==> src/rtl/adder_arbiter_pkg.sv <==
// ---------------------------------------------------------------------------
// adder_arbiter_pkg
// Shared definitions for the adder arbiter:
//   state_e    - FSM state encoding (IDLE, EXEC, RESP)
//   DEF_NREQ   - default number of requesters sharing the adder
//   DEF_WIDTH  - default operand / sum width
// ---------------------------------------------------------------------------
package adder_arbiter_pkg;

    typedef enum logic [1:0] {
        IDLE = 2'd0,
        EXEC = 2'd1,
        RESP = 2'd2
    } state_e;

    localparam int DEF_NREQ  = 4;
    localparam int DEF_WIDTH = 8;

endpackage

==> src/rtl/adder_arbiter_rr_arbiter.sv <==
// ---------------------------------------------------------------------------
// rr_arbiter
// Stateless round-robin selector. Picks the first set request bit searching
// upward from (last_grant_i + 1) modulo NREQ and returns it one-hot.
// Ports:
//   req_i        in  NREQ  request vector
//   last_grant_i in  IDW   index of the most recently granted requester
//   grant_o      out NREQ  one-hot grant (all zero when req_i is zero)
// ---------------------------------------------------------------------------
module rr_arbiter #(
    parameter  int NREQ = 4,
    localparam int IDW  = $clog2(NREQ)
) (
    input  logic [NREQ-1:0] req_i,
    input  logic [IDW-1:0]  last_grant_i,
    output logic [NREQ-1:0] grant_o
);

    logic [NREQ-1:0] upper;
    logic [NREQ-1:0] pick_from;

    // Requests strictly above last_grant take priority; if there are none the
    // search wraps around to the lowest set bit of the full request vector.
    always_comb begin
        upper = '0;
        for (int i = 0; i < NREQ; i++) begin
            upper[i] = req_i[i] && (i > int'(last_grant_i));
        end
        pick_from = (|upper) ? upper : req_i;
    end

    // Scan downward so the lowest set bit is the one left standing.
    always_comb begin
        grant_o = '0;
        for (int i = NREQ - 1; i >= 0; i--) begin
            if (pick_from[i]) begin
                grant_o    = '0;
                grant_o[i] = 1'b1;
            end
        end
    end

endmodule

==> src/rtl/adder_arbiter.sv <==
// ---------------------------------------------------------------------------
// adder_arbiter
// NREQ requesters share one registered (WIDTH+1)-bit adder. A round-robin
// arbiter picks one requester in IDLE; its operands are captured, summed in
// EXEC and presented in RESP until the consumer accepts the result.
//
// Handshakes: a transfer happens on a rising edge where valid and ready are
// both high. req_ready is one-hot and only asserted in IDLE; rsp_valid is
// high exactly in RESP and the response fields are held until rsp_ready.
// A request seen in cycle N is presented as a response from cycle N+2.
//
// Ports:
//   clk, rst         clock, asynchronous active-high reset
//   req_valid [NREQ] per-requester valid
//   req_a, req_b     per-requester operands, requester i at [i*WIDTH +: WIDTH]
//   req_ready [NREQ] one-hot acceptance
//   rsp_valid/ready  response handshake
//   rsp_id           index of the requester owning the result
//   rsp_sum          sum modulo 2^WIDTH
//   rsp_carry        carry-out of the sum
//   busy             high whenever the FSM is not IDLE
//   dbg_state        current FSM state (state_e encoding)
// ---------------------------------------------------------------------------
module adder_arbiter
    import adder_arbiter_pkg::*;
#(
    parameter  int NREQ  = DEF_NREQ,
    parameter  int WIDTH = DEF_WIDTH,
    localparam int IDW   = $clog2(NREQ)
) (
    input  logic                  clk,
    input  logic                  rst,
    input  logic [NREQ-1:0]       req_valid,
    input  logic [NREQ*WIDTH-1:0] req_a,
    input  logic [NREQ*WIDTH-1:0] req_b,
    output logic [NREQ-1:0]       req_ready,
    output logic                  rsp_valid,
    input  logic                  rsp_ready,
    output logic [IDW-1:0]        rsp_id,
    output logic [WIDTH-1:0]      rsp_sum,
    output logic                  rsp_carry,
    output logic                  busy,
    output logic [1:0]            dbg_state
);

    state_e           state_q;
    logic [IDW-1:0]   last_grant_q;
    logic [IDW-1:0]   id_q;
    logic [WIDTH-1:0] op_a_q;
    logic [WIDTH-1:0] op_b_q;
    logic [WIDTH:0]   res_q;

    logic [NREQ-1:0]  grant;
    logic [IDW-1:0]   grant_id;
    logic [WIDTH-1:0] sel_a;
    logic [WIDTH-1:0] sel_b;
    logic             accept;

    rr_arbiter #(
        .NREQ (NREQ)
    ) u_rr_arbiter (
        .req_i        (req_valid),
        .last_grant_i (last_grant_q),
        .grant_o      (grant)
    );

    // Gated by rst so nothing is offered while reset is held.
    assign req_ready = (state_q == IDLE && !rst) ? grant : '0;
    assign accept    = |(req_valid & req_ready);

    // One-hot grant to index and operand mux.
    always_comb begin
        grant_id = '0;
        sel_a    = '0;
        sel_b    = '0;
        for (int i = 0; i < NREQ; i++) begin
            if (grant[i]) begin
                grant_id = IDW'(i);
                sel_a    = req_a[i*WIDTH +: WIDTH];
                sel_b    = req_b[i*WIDTH +: WIDTH];
            end
        end
    end

    always_ff @(posedge clk or posedge rst) begin
        if (rst) begin
            state_q      <= IDLE;
            // Start at NREQ-1 so requester 0 is first in line.
            last_grant_q <= IDW'(NREQ - 1);
            id_q         <= '0;
            op_a_q       <= '0;
            op_b_q       <= '0;
            res_q        <= '0;
        end else begin
            case (state_q)
                IDLE: begin
                    if (accept) begin
                        op_a_q       <= sel_a;
                        op_b_q       <= sel_b;
                        id_q         <= grant_id;
                        last_grant_q <= grant_id;
                        state_q      <= EXEC;
                    end
                end
                EXEC: begin
                    res_q   <= {1'b0, op_a_q} + {1'b0, op_b_q};
                    state_q <= RESP;
                end
                RESP: begin
                    if (rsp_ready) begin
                        state_q <= IDLE;
                    end
                end
                default: begin
                    state_q <= IDLE;
                end
            endcase
        end
    end

    assign rsp_valid = (state_q == RESP);
    assign busy      = (state_q != IDLE);
    assign rsp_id    = id_q;
    assign rsp_sum   = res_q[WIDTH-1:0];
    assign rsp_carry = res_q[WIDTH];
    assign dbg_state = state_q;

endmodule

==> config.mk <==
export PLATFORM = sky130hd
export DESIGN_NAME = adder_arbiter
export DESIGN_NICKNAME = d
export VERILOG_FILES = /design/src/rtl/adder_arbiter_pkg.sv /design/src/rtl/adder_arbiter_rr_arbiter.sv /design/src/rtl/adder_arbiter.sv
export SDC_FILE = /design/constraint.sdc
export NUM_CORES = 1
export LEC_CHECK = 0
export ABC_AREA = 1
export CAP_MARGIN = 20
export CORE_MARGIN = 3
export CORE_UTILIZATION = 40
export DETAILED_ROUTE_END_ITERATION = 6
export PLACE_DENSITY = 0.73
export SKIP_CTS_REPAIR_TIMING = 1
export SLEW_MARGIN = 15
export SYNTH_ARGS = -nofsm -noshare
export SYNTH_HDL_FRONTEND = slang
export SYNTH_SLANG_ARGS = --single-unit
==> constraint.sdc <==
create_clock -name clk -period 1.4 [get_ports clk]
set_clock_uncertainty 0.05 [all_clocks]
set_input_delay 0.28 -clock clk [delete_from_list [all_inputs] [get_ports clk]]
set_output_delay 0.28 -clock clk [all_outputs]
set_load 0.03 [all_outputs]
=== Yosys cells after proc, flatten, opt, wreduce, memory -nomap -nowiden ===
Cells that the tools add are included.

* Bits of input ports: 71
* Memories kept: 0
* Output and inout port bits: 19
* Bits in registers: 31
* Logic and storage cells: 46
* Bits in read-only memories: 0
* Latch bits: 0
* RAM bits: 0

* Mux-type cells: 20
* Eq/ne operators: 4
* Reductions and logical operators: 11
* Divide/modulo/power cells: 0
* Add/sub/neg operators: 1
* $lt $le $gt $ge: 3
* Shift operators: 0
* Multipliers: 0
* Bitwise gates (word level): 1

{| class="wikitable"
|+ Operators with widths
! operator !! number
|-
| 2-to-1 mux 8 bit || 8
|-
| 2-to-1 mux 4 bit || 6
|-
| adder 8 x 8 -> 9 bit || 1
|-
| 2-to-1 mux 2 bit || 4
|-
| case mux 2 bit (3 select lines) || 1
|-
| bitwise AND 4 bit || 1
|-
| greater-than comparator 2 bit, first input constant || 2
|-
| logical AND 1 bit || 4
|-
| AND reduction 2 bit || 2
|-
| OR reduction 4 bit || 1
|-
| OR reduction 3 bit || 1
|-
| equality test 2 x 1 -> 1 bit, second input constant || 1
|-
| equality test 2 bit, second input constant || 1
|-
| greater-than comparator 1 x 2 -> 1 bit, first input constant || 1
|-
| logical NOT 2 bit || 1
|-
| inequality test 2 x 1 -> 1 bit, second input constant || 1
|-
| inequality test 2 bit, second input constant || 1
|-
| nonzero test 2 bit || 1
|-
| logical NOT 1 bit || 1
|-
| 2-to-1 mux 1 bit || 1
|}

=== Logic depth before layout (Yosys ltp) ===
Gate-level depths: netlist of run 1.

* Depth after elaboration: 13
* Mapped depth: 13
* Mapped depth without buffers: 12

=== By module ===
A second synthesis of run 1 with hierarchy kept.

* Cells, all modules: 354
* Area, all modules: 2358.5 um2

{| class="wikitable"
|+ Modules (own cells, without submodules)
! module !! area each (um2) !! cells an instance !! instances !! seq. area each (um2)
|-
| adder_arbiter || 2250.9 || 334 || 1 || 778.2
|-
| rr_arbiter || 107.6 || 20 || 1 || 0.0
|}

=== Worst setup path after synthesis of run 1 ===
Ideal clock, no wire load.

* Path type: flip-flop to output port
* From: register state_q[0] (netlist: dbg_state[0])
* To: output req_ready[2]
* Path slack: -809 ps
* Stages on the path, launching flop included: 6
* Data arrival time: 1879 ps
* Data required time: 1070 ps
* Path buffers: 0
* Cells stage by stage: dfrtp_1 inv_1 nand2_1 nor2_1 inv_1 nor3_1

* Longest elaborated chain between the ends: 3

{| class="wikitable"
|+ Ends and longest elaborated chain
! what !! RTL line !! source
|-
| start, declared || adder_arbiter.sv:46 || <nowiki>state_e state_q;</nowiki>
|-
| start signal, assigned || adder_arbiter.sv:87 || <nowiki>state_q <= IDLE;</nowiki>
|-
| start signal, assigned || adder_arbiter.sv:102 || <nowiki>state_q <= EXEC;</nowiki>
|-
| start signal, assigned || adder_arbiter.sv:107 || <nowiki>state_q <= RESP;</nowiki>
|-
| logical NOT 2 bit || adder_arbiter.sv:68 || <nowiki>assign req_ready = (state_q == IDLE && !rst) ? grant : '0;</nowiki>
|-
| logical AND 1 bit || adder_arbiter.sv:68 ||
|-
| 2-to-1 mux 4 bit || adder_arbiter.sv:68 ||
|-
| end, declared || adder_arbiter.sv:36 || <nowiki>output logic [NREQ-1:0] req_ready,</nowiki>
|}

No other way between the ends.

=== Worst setup path after layout of run 1 ===
* From: register last_grant_q[1]
* To: output req_ready[3]

* Longest elaborated chain between the ends: 9
* Elaborated cells between the ends (all ways): 13
* Those cells by class: order compare (3); mux (6); reduce/logical (4)

{| class="wikitable"
|+ Ends and longest elaborated chain
! what !! RTL line !! source
|-
| start, declared || adder_arbiter.sv:47 || <nowiki>logic [IDW-1:0] last_grant_q;</nowiki>
|-
| start signal, assigned || adder_arbiter.sv:89 || <nowiki>last_grant_q <= IDW'(NREQ - 1);</nowiki>
|-
| start signal, assigned || adder_arbiter.sv:101 || <nowiki>last_grant_q <= grant_id;</nowiki>
|-
| greater-than comparator 1 x 2 -> 1 bit / greater-than comparator 2 bit (equally long branches) || adder_arbiter_rr_arbiter.sv:27 || <nowiki>upper[i] = req_i[i] && (i > int'(last_grant_i));</nowiki>
|-
| logical AND 1 bit || adder_arbiter_rr_arbiter.sv:27 ||
|-
| OR reduction 3 bit || adder_arbiter_rr_arbiter.sv:29 || <nowiki>pick_from = (|upper) ? upper : req_i;</nowiki>
|-
| 2-to-1 mux 4 bit (*) || adder_arbiter_rr_arbiter.sv:29 ||
|-
| 2-to-1 mux 4 bit (3 in series) || adder_arbiter_rr_arbiter.sv:36 || <nowiki>if (pick_from[i]) begin</nowiki>
|-
| 2-to-1 mux 4 bit (*) || adder_arbiter_rr_arbiter.sv:36 ||
|-
| 2-to-1 mux 4 bit (*) || adder_arbiter.sv:68 ||
|}

Mark *: on every way between the ends. The rest lies on a longest branch, timed or not.

==> results of run 1 <==
[state kept, by name, indices dropped and copies added (netlist names)]
name,flops
dbg_state,2
op_b_q,8
res_q,9
op_a_q,8
last_grant_q,2
rsp_id,2
[metrics by stage]
stage               setup slack [ns]  TNS (ns)
global placement              -0.546    -12.70
floorplan                     -0.271     -4.44
detailed placement            -0.608    -13.81
global route                  -0.598    -11.97
finish                        -0.550     -9.40
CTS                           -0.611     -9.32
[cell usage in the layout, fill, tap and decap left out, drive strengths merged, types with 2 or more instances in the layout]
cell type	instances
nand2	89
clkdlybuf4s50	67
buf	66
nor2	56
nand3	38
nand4	34
inv	31
dfrtp	29
o21ai	12
ha	8
clkbuf	7
a21oi	5
xnor2	4
dlymetal6s2s	4
clkinv	3
a21o	2
clkinvlp	2
nor3	2
dfstp	2
[layout make-up]
cell class | instances | area share, %
Timing Repair inverter | 2 | 0.437
Tap cell | 72 | 2.10
Multi-Input combinational cell | 258 | 39.1
Sequential cell | 31 | 18.2
Timing Repair Buffer | 138 | 34.2
Inverter | 33 | 3.32
Clock inverter | 2 | 0.815
Clock buffer | 6 | 1.92
[critical path, stage by stage (launching register included)]
cell and delay, ns:
dfstp_2 0.60, nor2_4 0.08, o21ai_4 0.19, nand2_4 0.09, nor3_4 0.22, buf_6 0.16
[cells by family after synthesis]
family                   share of synthesized area (%)
AND/OR/NAND/NOR                                   43.8
buffers and inverters                             9.96
flip-flops                                        33.7
AO/OA/AOI/OAI                                     5.90
adder cells (fa/ha/maj)                           5.20
XOR/XNOR                                          1.51
[layer usage]
metal	vias to the layer above	part of all wire, %	track usage [%]
met5	-	0	0
met2	113	52	36.0
met4	0	1.7	6.81
met1	1286	39	24.7
met3	12	7.5	6.69
li1	1383	-	-
[worst max-delay path by stage]
stage	to	slack [ns]	depth (start not counted)
CTS	req_ready[1]	-0.61	7
detailed placement	req_ready[3]	-0.61	8
finish	req_ready[3]	-0.55	5
floorplan	req_ready[1]	-0.27	9
global placement	req_ready[3]	-0.55	8
global route	req_ready[3]	-0.60	8
[power by group through the flow]
stage	clock network, uW	registers [uW]	logic [uW]
finish	925	1820	6770
CTS	930	1760	5510
detailed placement	0	1770	5440
global route	959	1860	7340
global placement	0	1750	5320
floorplan	0	2000	3110
==> metrics.md, run 1 <==
| Metric | Value |
|---|---|
| Top post-synthesis cells by area | `dfrtp_1, nand2_1, nand4_1, nor2_1, nand3_1` |
| Avg Cell Area, Syn | `slightly below 7 um^2` |
| Slew Limit Headroom | `around 78%` |
| TritonCTS Buffers | `5` |
| Via density | `between 5 and 6` |
| Layout fillers | `around 420` |
| Clk sinks | `31` |
| ANT nets after route | `0` |
| #FFs+latches synth | `31` |
| Leak | `a little under 0.002 uW` |
| R2R depth | `14` |
| DR pass1 iterations | `5` |
| Pwr/cell area | `~2200 nW/um^2` |
| Fmax | `about 0.51 GHz` |
| Crit. End Element | `output port` |
| WS Path Type | `reg2out` |
| Failing checks | `negative setup slack` |
| Die ar. | `between 6000 and 7000 um^2` |
| Psw | `between 4000 and 5000 uW` |
| Initial core utilization | `a little over two fifths` |
| Global-route wire length before repair | `between 10 and 15 mm` |
| Drt wl/cell | `14.7 um` |
| Syn nets | `419` |
| Total GRT Usage | `between 20% and 30%` |
| Max-cap violations | `0` |
| Reg clk slew, reported paths | `roughly 0.070 ns` |
| Final Wtd Congestion | `~0.86` |
| Vias in the first global route | `approximately 2.6k` |
| Largest net degree at the start of global routing | `35` |
| Iter 0 DRT Violations | `85` |
| YS warnings | `0` |
| Setup violators final | `32` |
| Detailed-route via count | `roughly 2.8k` |
| Io pins | `90` |
| Worst Path Arrival | `around 1.6 ns` |
| Non-Filler Instances | `around 540` |
| Internal Pwr Total | `5320 uW` |
| Clock power frac | `between 9 and 10%` |
| CTS tree | `yes` |
| Register area share after synthesis | `approximately 34%` |
| Critical Path Start | `last_grant_q[1]` |
| Area after DPL | `between 3000 and 4000 um^2` |
| Routed wire length | `between 7 and 8 mm` |
| Area used by multi-input combinational logic | `1680 um^2` |
| N_diodes | `0` |
| Fin Hold WS | `~0.38 ns` |
| Max-slew violations | `0` |
| Final Critical Period | `about 2 ns` |
| Sequential cell area | `roughly 800 um^2` |
| Clk_lat worst skew | `slightly below 0.3 ns` |
| Register-to-register setup slack | `-0.37 ns` |
| Final nets | `roughly 550` |
| Layout cells sized above 1 | `36.0%` |
| Final Core Density | `approximately 78%` |
| Final Hold Viols | `0` |
| Comb power frac | `slightly above 70%` |
| Initial antenna violation count | `0` |
| Switch share | `between 40% and 50%` |
| Synth area leader | `dfrtp_1` |
| H-tree depth | `2` |
| PortBufs | `89` |
| Final instance area | `about 4300 um^2` |
| Worst Hold Class | `in2async` |
| Most common cell in the netlist | `nand2_1` |
| Top cell type's share of synthesized area | `between 30% and 40%` |
| Die height | `between 80 and 90 um` |
| Part of the power in registers | `19.1%` |
| Core ar. | `roughly 5500 um^2` |
| Top post-synthesis cells by count | `nand2_1, nor2_1, nand3_1` |
| Total congestion overflow | `0` |
| Synthesized instance count | `339` |
| Synth-to-layout area growth | `85.8%` |
| Cell Area, Synth | `2310 um^2` |
| Yosys cell types | `34` |
| Post-Place Cells | `515` |
| Peak VDD IR | `1.40 mV` |
| CP max FO | `4` |
| CP Launch Type | `register` |
| Worst EP required | `between 1 and 1.5 ns` |
| Residual DRC | `0` |
| RSZ-0062 raised after global routing | `yes` |
| # rows | `27` |
| Die X | `82.0 um` |
| HPWL Detailed | `between 5 and 6 mm` |
| Reg2Reg Launch Point | `last_grant_q[0]` |
| Root Driver | `clkbuf_8` |
| Period utilization | `139%` |
| Async S/R FF share, synth | `100%` |
| Most used flip-flop cell after synthesis | `dfrtp_1` |
| Design Power | `roughly 9500 uW` |
| Post-synth EDFFs | `0` |
| CTS max path bufs | `2` |
| Worst-Margin Slew | `roughly 0.33 ns` |
| Outcome | `complete, but fails checks` |
| Reg2reg end | `op_a_q[1]` |
| Post-layout worst setup margin | `-0.550 ns` |
(Power assumes the default switching activity.)
==> run 2: changes to the inputs <==
- GPL_TIMING_DRIVEN: not set -> 0
==> run 2 against run 1 <==
  * The flow still finishes with violations (negative setup slack)
  * Clock-buffer cell count increased by 1
  * Die area unchanged
  * Cell area decreased by 6.6%
  * Worst hold slack improved by 0.031 ns
  * Largest cell class unchanged
==> metrics.md, run 2 (same netlist as run 1, synthesis figures left out) <==
| Metric | Value |
|---|---|
| ANT nets after route | `0` |
| Iter 0 DRT Violations | `79` |
| Worst hold start | `res_q[0]` |
| WS Path Type | `reg2out` |
| Via density | `5.06` |
| DRT met1 WL | `around 3 mm` |
| CP Launch Type | `register` |
| # rows | `27` |
| Top Registers | `res_q: 9 flops, op_a_q: 8 flops, op_b_q: 8 flops` |
| Final Core Density | `72.4%` |
| Initial antenna violation count | `0` |
| Peak VDD IR | `approximately 1.2 mV` |
| Routed wl met2 | `3.62 mm` |
| Critical-path top delay cell | `dfstp_2` |
| Initial core utilization | `roughly two fifths` |
| Reg clk slew, reported paths | `0.06 ns` |
| CTS tree | `yes` |
| Final Critical Period | `roughly 2 ns` |
| PortBufs | `a little under 90` |
| Root Driver | `clkbuf_8` |
| Setup violators final | `30` |
| Sequential cell area | `781 um^2` |
| Die X | `around 82 um` |
| Pwr/cell area | `about 2100 nW/um^2` |
| Worst-Margin Slew | `0.711 ns` |
| Most frequent cells in the layout | `nand2_1, clkdlybuf4s50_1, nor2_1, nand4_1, buf_4` |
| Core ar. | `between 5000 and 6000 um^2` |
| CTS max path bufs | `2` |
| Die height | `just over 80 um` |
| Reg2Reg Launch Point | `last_grant_q[1]` |
| H-tree depth | `2` |
| Slew Limit Headroom | `52.6%` |
| Final instance area | `~4000 um^2` |
| Hold path depth | `2` |
| DR pass1 iterations | `4` |
| Die ar. | `approximately 6700 um^2` |
| Fmax | `between 0.4 and 0.5 GHz` |
| WL met3 | `676 um` |
| Final Wtd Congestion | `0.834` |
| CP max FO | `6` |
| CP peak stage delay | `a little over 0.6 ns` |
| Global-route wire length before repair | `~11 mm` |
| Commonest non-fill, non-tap cell in the layout | `nand2_1` |
| Layout fillers | `458` |
| Register-to-register setup slack | `-0.47 ns` |
| Residual DRC | `0` |
| Area after DPL | `3470 um^2` |
| WHS Endpoint | `res_q[0]` |
| R2R depth | `11` |
| Largest net degree at the start of global routing | `17` |
| Total stage count of the critical path | `7` |
| Vias in the first global route | `roughly 2.4k` |
| HPWL Detailed | `between 5 and 6 mm` |
| Worst Path Arrival | `about 1.7 ns` |
| Clk_lat worst skew | `~0.28 ns` |
| Crit. End Element | `output port` |
| RSZ-0062 raised after global routing | `yes` |
| Max-cap violations | `0` |
| Detailed-route via count | `2,727` |
| Synth-to-layout area growth | `73.5%` |
| Final Hold Viols | `0` |
| Area used by multi-input combinational logic | `~1600 um^2` |
| CP Cell Sequence | `nor2_4 > a21boi_4 > nand2_4 > buf_8 > nand2_4 > nor2_4 > buf_6` |
| Clk sinks | `31` |
| Io pins | `90` |
| Final nets | `around 550` |
| Outcome | `complete, but fails checks` |
| Drt wl/cell | `between 10 and 15 um` |
| N_diodes | `0` |
| Failing checks | `negative setup slack` |
| Reg2reg end | `op_b_q[2]` |
| Routed wire length | `roughly 7.5 mm` |
| Worst Hold Class | `reg2reg` |
| Period utilization | `146%` |
| Max reg flops | `9` |
| Worst path bufs/invs | `2` |
| Max-slew violations | `0` |
| TritonCTS Buffers | `5` |
| Post-layout worst setup margin | `-0.638 ns` |
| CP delay by family, top | `flip-flops` |
| Layout cells sized above 1 | `a little over a quarter` |
| Biggest register | `res_q` |
| Leak | `0.00202 uW` |
| Worst EP required | `1.07 ns` |
| Total GRT Usage | `21.4%` |
| Total congestion overflow | `0` |
| Top sig layer | `met4` |
-- run 2: report_power, final --
| group | switching [uW] | total [uW] | leakage (uW) | internal (uW) |
|---|---|---|---|---|
| logic | 3180 | 5960 | 0.00160 | 2780 |
| clock network | 326 | 772 | 0.0000505 | 446 |
| registers | 370 | 1740 | 0.000361 | 1370 |
| total | 3880 | 8470 | 0.00202 | 4590 |
-- run 2: metal layers --
layer | GRT usage (%) | vias to the layer above
li1 | - | 1382
met1 | 24.9 | 1226
met2 | 36.0 | 108
met3 | 7.24 | 11
met4 | 7.97 | 0
met5 | 0 | -
-- run 2: how the worst max path moves through the flow --
stage               startpoint  slack [ns]           end
2_1_floorplan  last_grant_q[0]       -0.27  req_ready[1]
3_3_place_gp      req_valid[3]       -1.32  req_ready[3]
3_5_place_dp      req_valid[3]       -1.33  req_ready[3]
4_1_cts           req_valid[3]       -1.34  req_ready[3]
5_1_grt        last_grant_q[0]       -0.70  req_ready[3]
6_report       last_grant_q[1]       -0.64  req_ready[1]
-- run 2: cell type report --
cell class                 instances  share of cell area [%]
clock buffer                       7                    2.40
timing repair buffer             120                    29.7
multi-input combinational        258                    39.2
tap                               72                    2.25
sequential                        31                    19.5
buffer                            17                    3.65
clock inverter                     1                   0.187
inverter                          33                    3.15
-- run 2: through the flow --
stage / cells / total power (uW) / hold slack (ns) / setup WS (ns) / setup TNS, ns
final: 539 / 8470 / 0.413 / -0.638 / -10.47
after detailed placement: 501 / 6440 / 0.408 / -1.33 / -19.21
after global placement: 500 / 6320 / 0.404 / -1.32 / -29.24
after CTS: 509 / 7260 / 0.424 / -1.34 / -18.14
after global routing: 539 / 9110 / 0.439 / -0.698 / -12.93
after floorplan: 339 / 5110 / 0.332 / -0.271 / -4.44
-- run 2: worst register-to-register path, cell delays in order (launching register included) --
cell      delay (ns)
dfstp_2         0.61
nor2_4          0.07
a21boi_4        0.21
nand2_4         0.14
buf_8           0.15
buf_4           0.15
nand3_1         0.08
nand2_1         0.06
inv_1           0.05
nand2_1         0.04
nor2_1          0.10
nor2_1          0.05
==> run 3: changes to the inputs <==
- CORE_ASPECT_RATIO: not set -> 2
==> run 3 against run 2 <==
  * The flow still finishes with violations (negative setup slack)
  * Final cell count decreased by 4.8%
  * Cell area decreased by 5.2%
  * Die area increased by 0.82%
  * Clock-buffer cell count unchanged
  * Via count decreased by 4.4%
  * Worst setup slack improved by 0.0065 ns
  * Largest cell class unchanged
  * Critical endpoint unchanged
  * Sequential power about the same
  * Maximum frequency increased by 0.32%
  * Wire length decreased by 4.2%
  * Utilization decreased by 3.5 points
  * Clock power decreased by 13%
  * First-iteration DRC count increased by 44%
==> metrics.md, run 3 (same netlist as run 1, synthesis figures left out) <==
| Metric | Value |
|---|---|
| Core ar. | `~5500 um^2` |
| Initial core utilization | `roughly two fifths` |
| Post-Place Cells | `489` |
| Crit. End Element | `output port` |
| Critical-path top delay cell | `dfstp_2` |
| Top Registers | `res_q: 9 flops, op_a_q: 8 flops, op_b_q: 8 flops` |
| Iter 0 DRT Violations | `between 100 and 150` |
| Max reg flops | `9` |
| Final Wtd Congestion | `just under 0.9` |
| Reg clk slew, reported paths | `approximately 0.060 ns` |
| R2R depth | `11` |
| Die height | `around 110 um` |
| Biggest register | `res_q` |
| Drt wl/cell | `13.9 um` |
| Reg2reg end | `op_b_q[6]` |
| Period utilization | `145%` |
| Worst Path Arrival | `about 1.7 ns` |
| CP max FO | `6` |
| CTS max path bufs | `2` |
| Peak VDD IR | `1.87 mV` |
| Reg2Reg Launch Point | `last_grant_q[1]` |
| Io pins | `90` |
| Pwr/cell area | `between 2000 and 2500 nW/um^2` |
| Register-to-register setup slack | `-0.41 ns` |
| Non-Filler Instances | `just over 500` |
| Largest net degree at the start of global routing | `18` |
| Die ar. | `between 6000 and 7000 um^2` |
| Clk_lat worst skew | `approximately 0.29 ns` |
| CP Launch Type | `register` |
| WS Path Type | `reg2out` |
| Clk sinks | `31` |
| Hold path depth | `2` |
| Max-slew violations | `0` |
| Layout cells sized above 1 | `23.0%` |
| Slew Limit Headroom | `between 50% and 60%` |
| Max-cap violations | `0` |
| Final nets | `between 500 and 600` |
| Detailed-route via count | `2,608` |
| Residual DRC | `0` |
| # rows | `38` |
| Setup violators final | `31` |
| CTS tree | `yes` |
| Worst-Margin Slew | `~0.69 ns` |
| Die X | `approximately 60 um` |
| Commonest non-fill, non-tap cell in the layout | `nand2_1` |
| Synth-to-layout area growth | `64.5%` |
| ANT nets after route | `0` |
| Worst EP required | `between 1 and 1.5 ns` |
| HPWL Detailed | `between 5 and 6 mm` |
| Outcome | `complete, but fails checks` |
| N_diodes | `0` |
| RSZ-0062 raised after global routing | `yes` |
| Vias in the first global route | `around 2.6k` |
| Final Critical Period | `2.03 ns` |
| CP Cell Sequence | `inv_2 > nand2_2 > nand2_2 > nand2_4 > nand2_2 > nand2_4 > buf_8 > nand2_4 > nor2_4 > buf_6` |
| H-tree depth | `2` |
| Post-layout worst setup margin | `-0.631 ns` |
| Fmax | `between 0.4 and 0.5 GHz` |
| Design Power | `roughly 8000 uW` |
| Routed wire length | `about 7.2 mm` |
| Critical Path Start | `last_grant_q[0]` |
| Initial antenna violation count | `0` |
| PortBufs | `89` |
| Total GRT Usage | `a little over a fifth` |
| WHS Endpoint | `res_q[0]` |
| Failing checks | `negative setup slack` |
| Root Driver | `clkbuf_8` |
| Most frequent cells in the layout | `nand2_1, clkdlybuf4s50_1, nor2_1, nand3_1, nand4_1` |
| CP peak stage delay | `approximately 0.56 ns` |
| Worst hold start | `res_q[0]` |
| Total congestion overflow | `0` |
| Final Hold Viols | `0` |
| TritonCTS Buffers | `5` |
| Layout fillers | `493` |
| Via density | `5.08` |
| Leak | `0.00191 uW` |
| Final Core Density | `roughly 69%` |
| Worst Hold Class | `reg2reg` |
| DR pass1 iterations | `4` |
| Global-route wire length before repair | `~11 mm` |
==> run 3: per-stage QoR <==
step / hold WS, ns / setup TNS (ns) / setup WS (ns) / area [um^2]
global route: 0.438 / -12.83 / -0.693 / 3800
finish: 0.413 / -9.68 / -0.631 / 3800
detailed placement: 0.408 / -20.53 / -1.36 / 3450
CTS: 0.425 / -18.61 / -1.37 / 3530
floorplan: 0.332 / -4.44 / -0.271 / 2470
global placement: 0.402 / -30.31 / -1.32 / 3430
==> run 3: power by group <==
part           switching, uW  total [uW]  internal [uW]
sequential               351        1720           1370
combinational           2960        5460           2500
clock                    327         675            348
total                   3640        7860           4220
==> run 3: final cells by class <==
type	instances	area, um^2	share of cell area [%]
multi-input cells	258	1520	39.9
repair buffers	106	1070	28.0
flip-flops and latches	31	781	20.5
plain buffers	17	158	4.14
inverters	33	126	3.32
clock buffers	7	76.3	2.01
well taps	60	75.1	1.97
clock inverters	1	5.00	0.132
==> run 3: worst max path at each step <==
stage / end / slack [ns] / depth (start not counted)
4_1_cts: req_ready[3] / -1.37 / 8
5_1_grt: req_ready[1] / -0.69 / 10
3_3_place_gp: req_ready[3] / -1.32 / 8
2_1_floorplan: req_ready[1] / -0.27 / 9
3_5_place_dp: req_ready[3] / -1.36 / 8
6_report: req_ready[1] / -0.63 / 10
==> run 3: worst max-delay path: cells and delay by family (launching register included) <==
kind                   cells  cell delay, ns
buffers and inverters      3            0.31
DFF                        1            0.56
and+or+nand+nor            7            0.55
==> run 3: layer usage <==
metal  part of all wire (%)  routed length, um  global-route usage, %
met1                     33               2340                   18.1
met2                     60               4320                   42.4
met3                    3.9                282                   2.94
met4                    2.9                209                   9.47
met5                      0                  0                      0
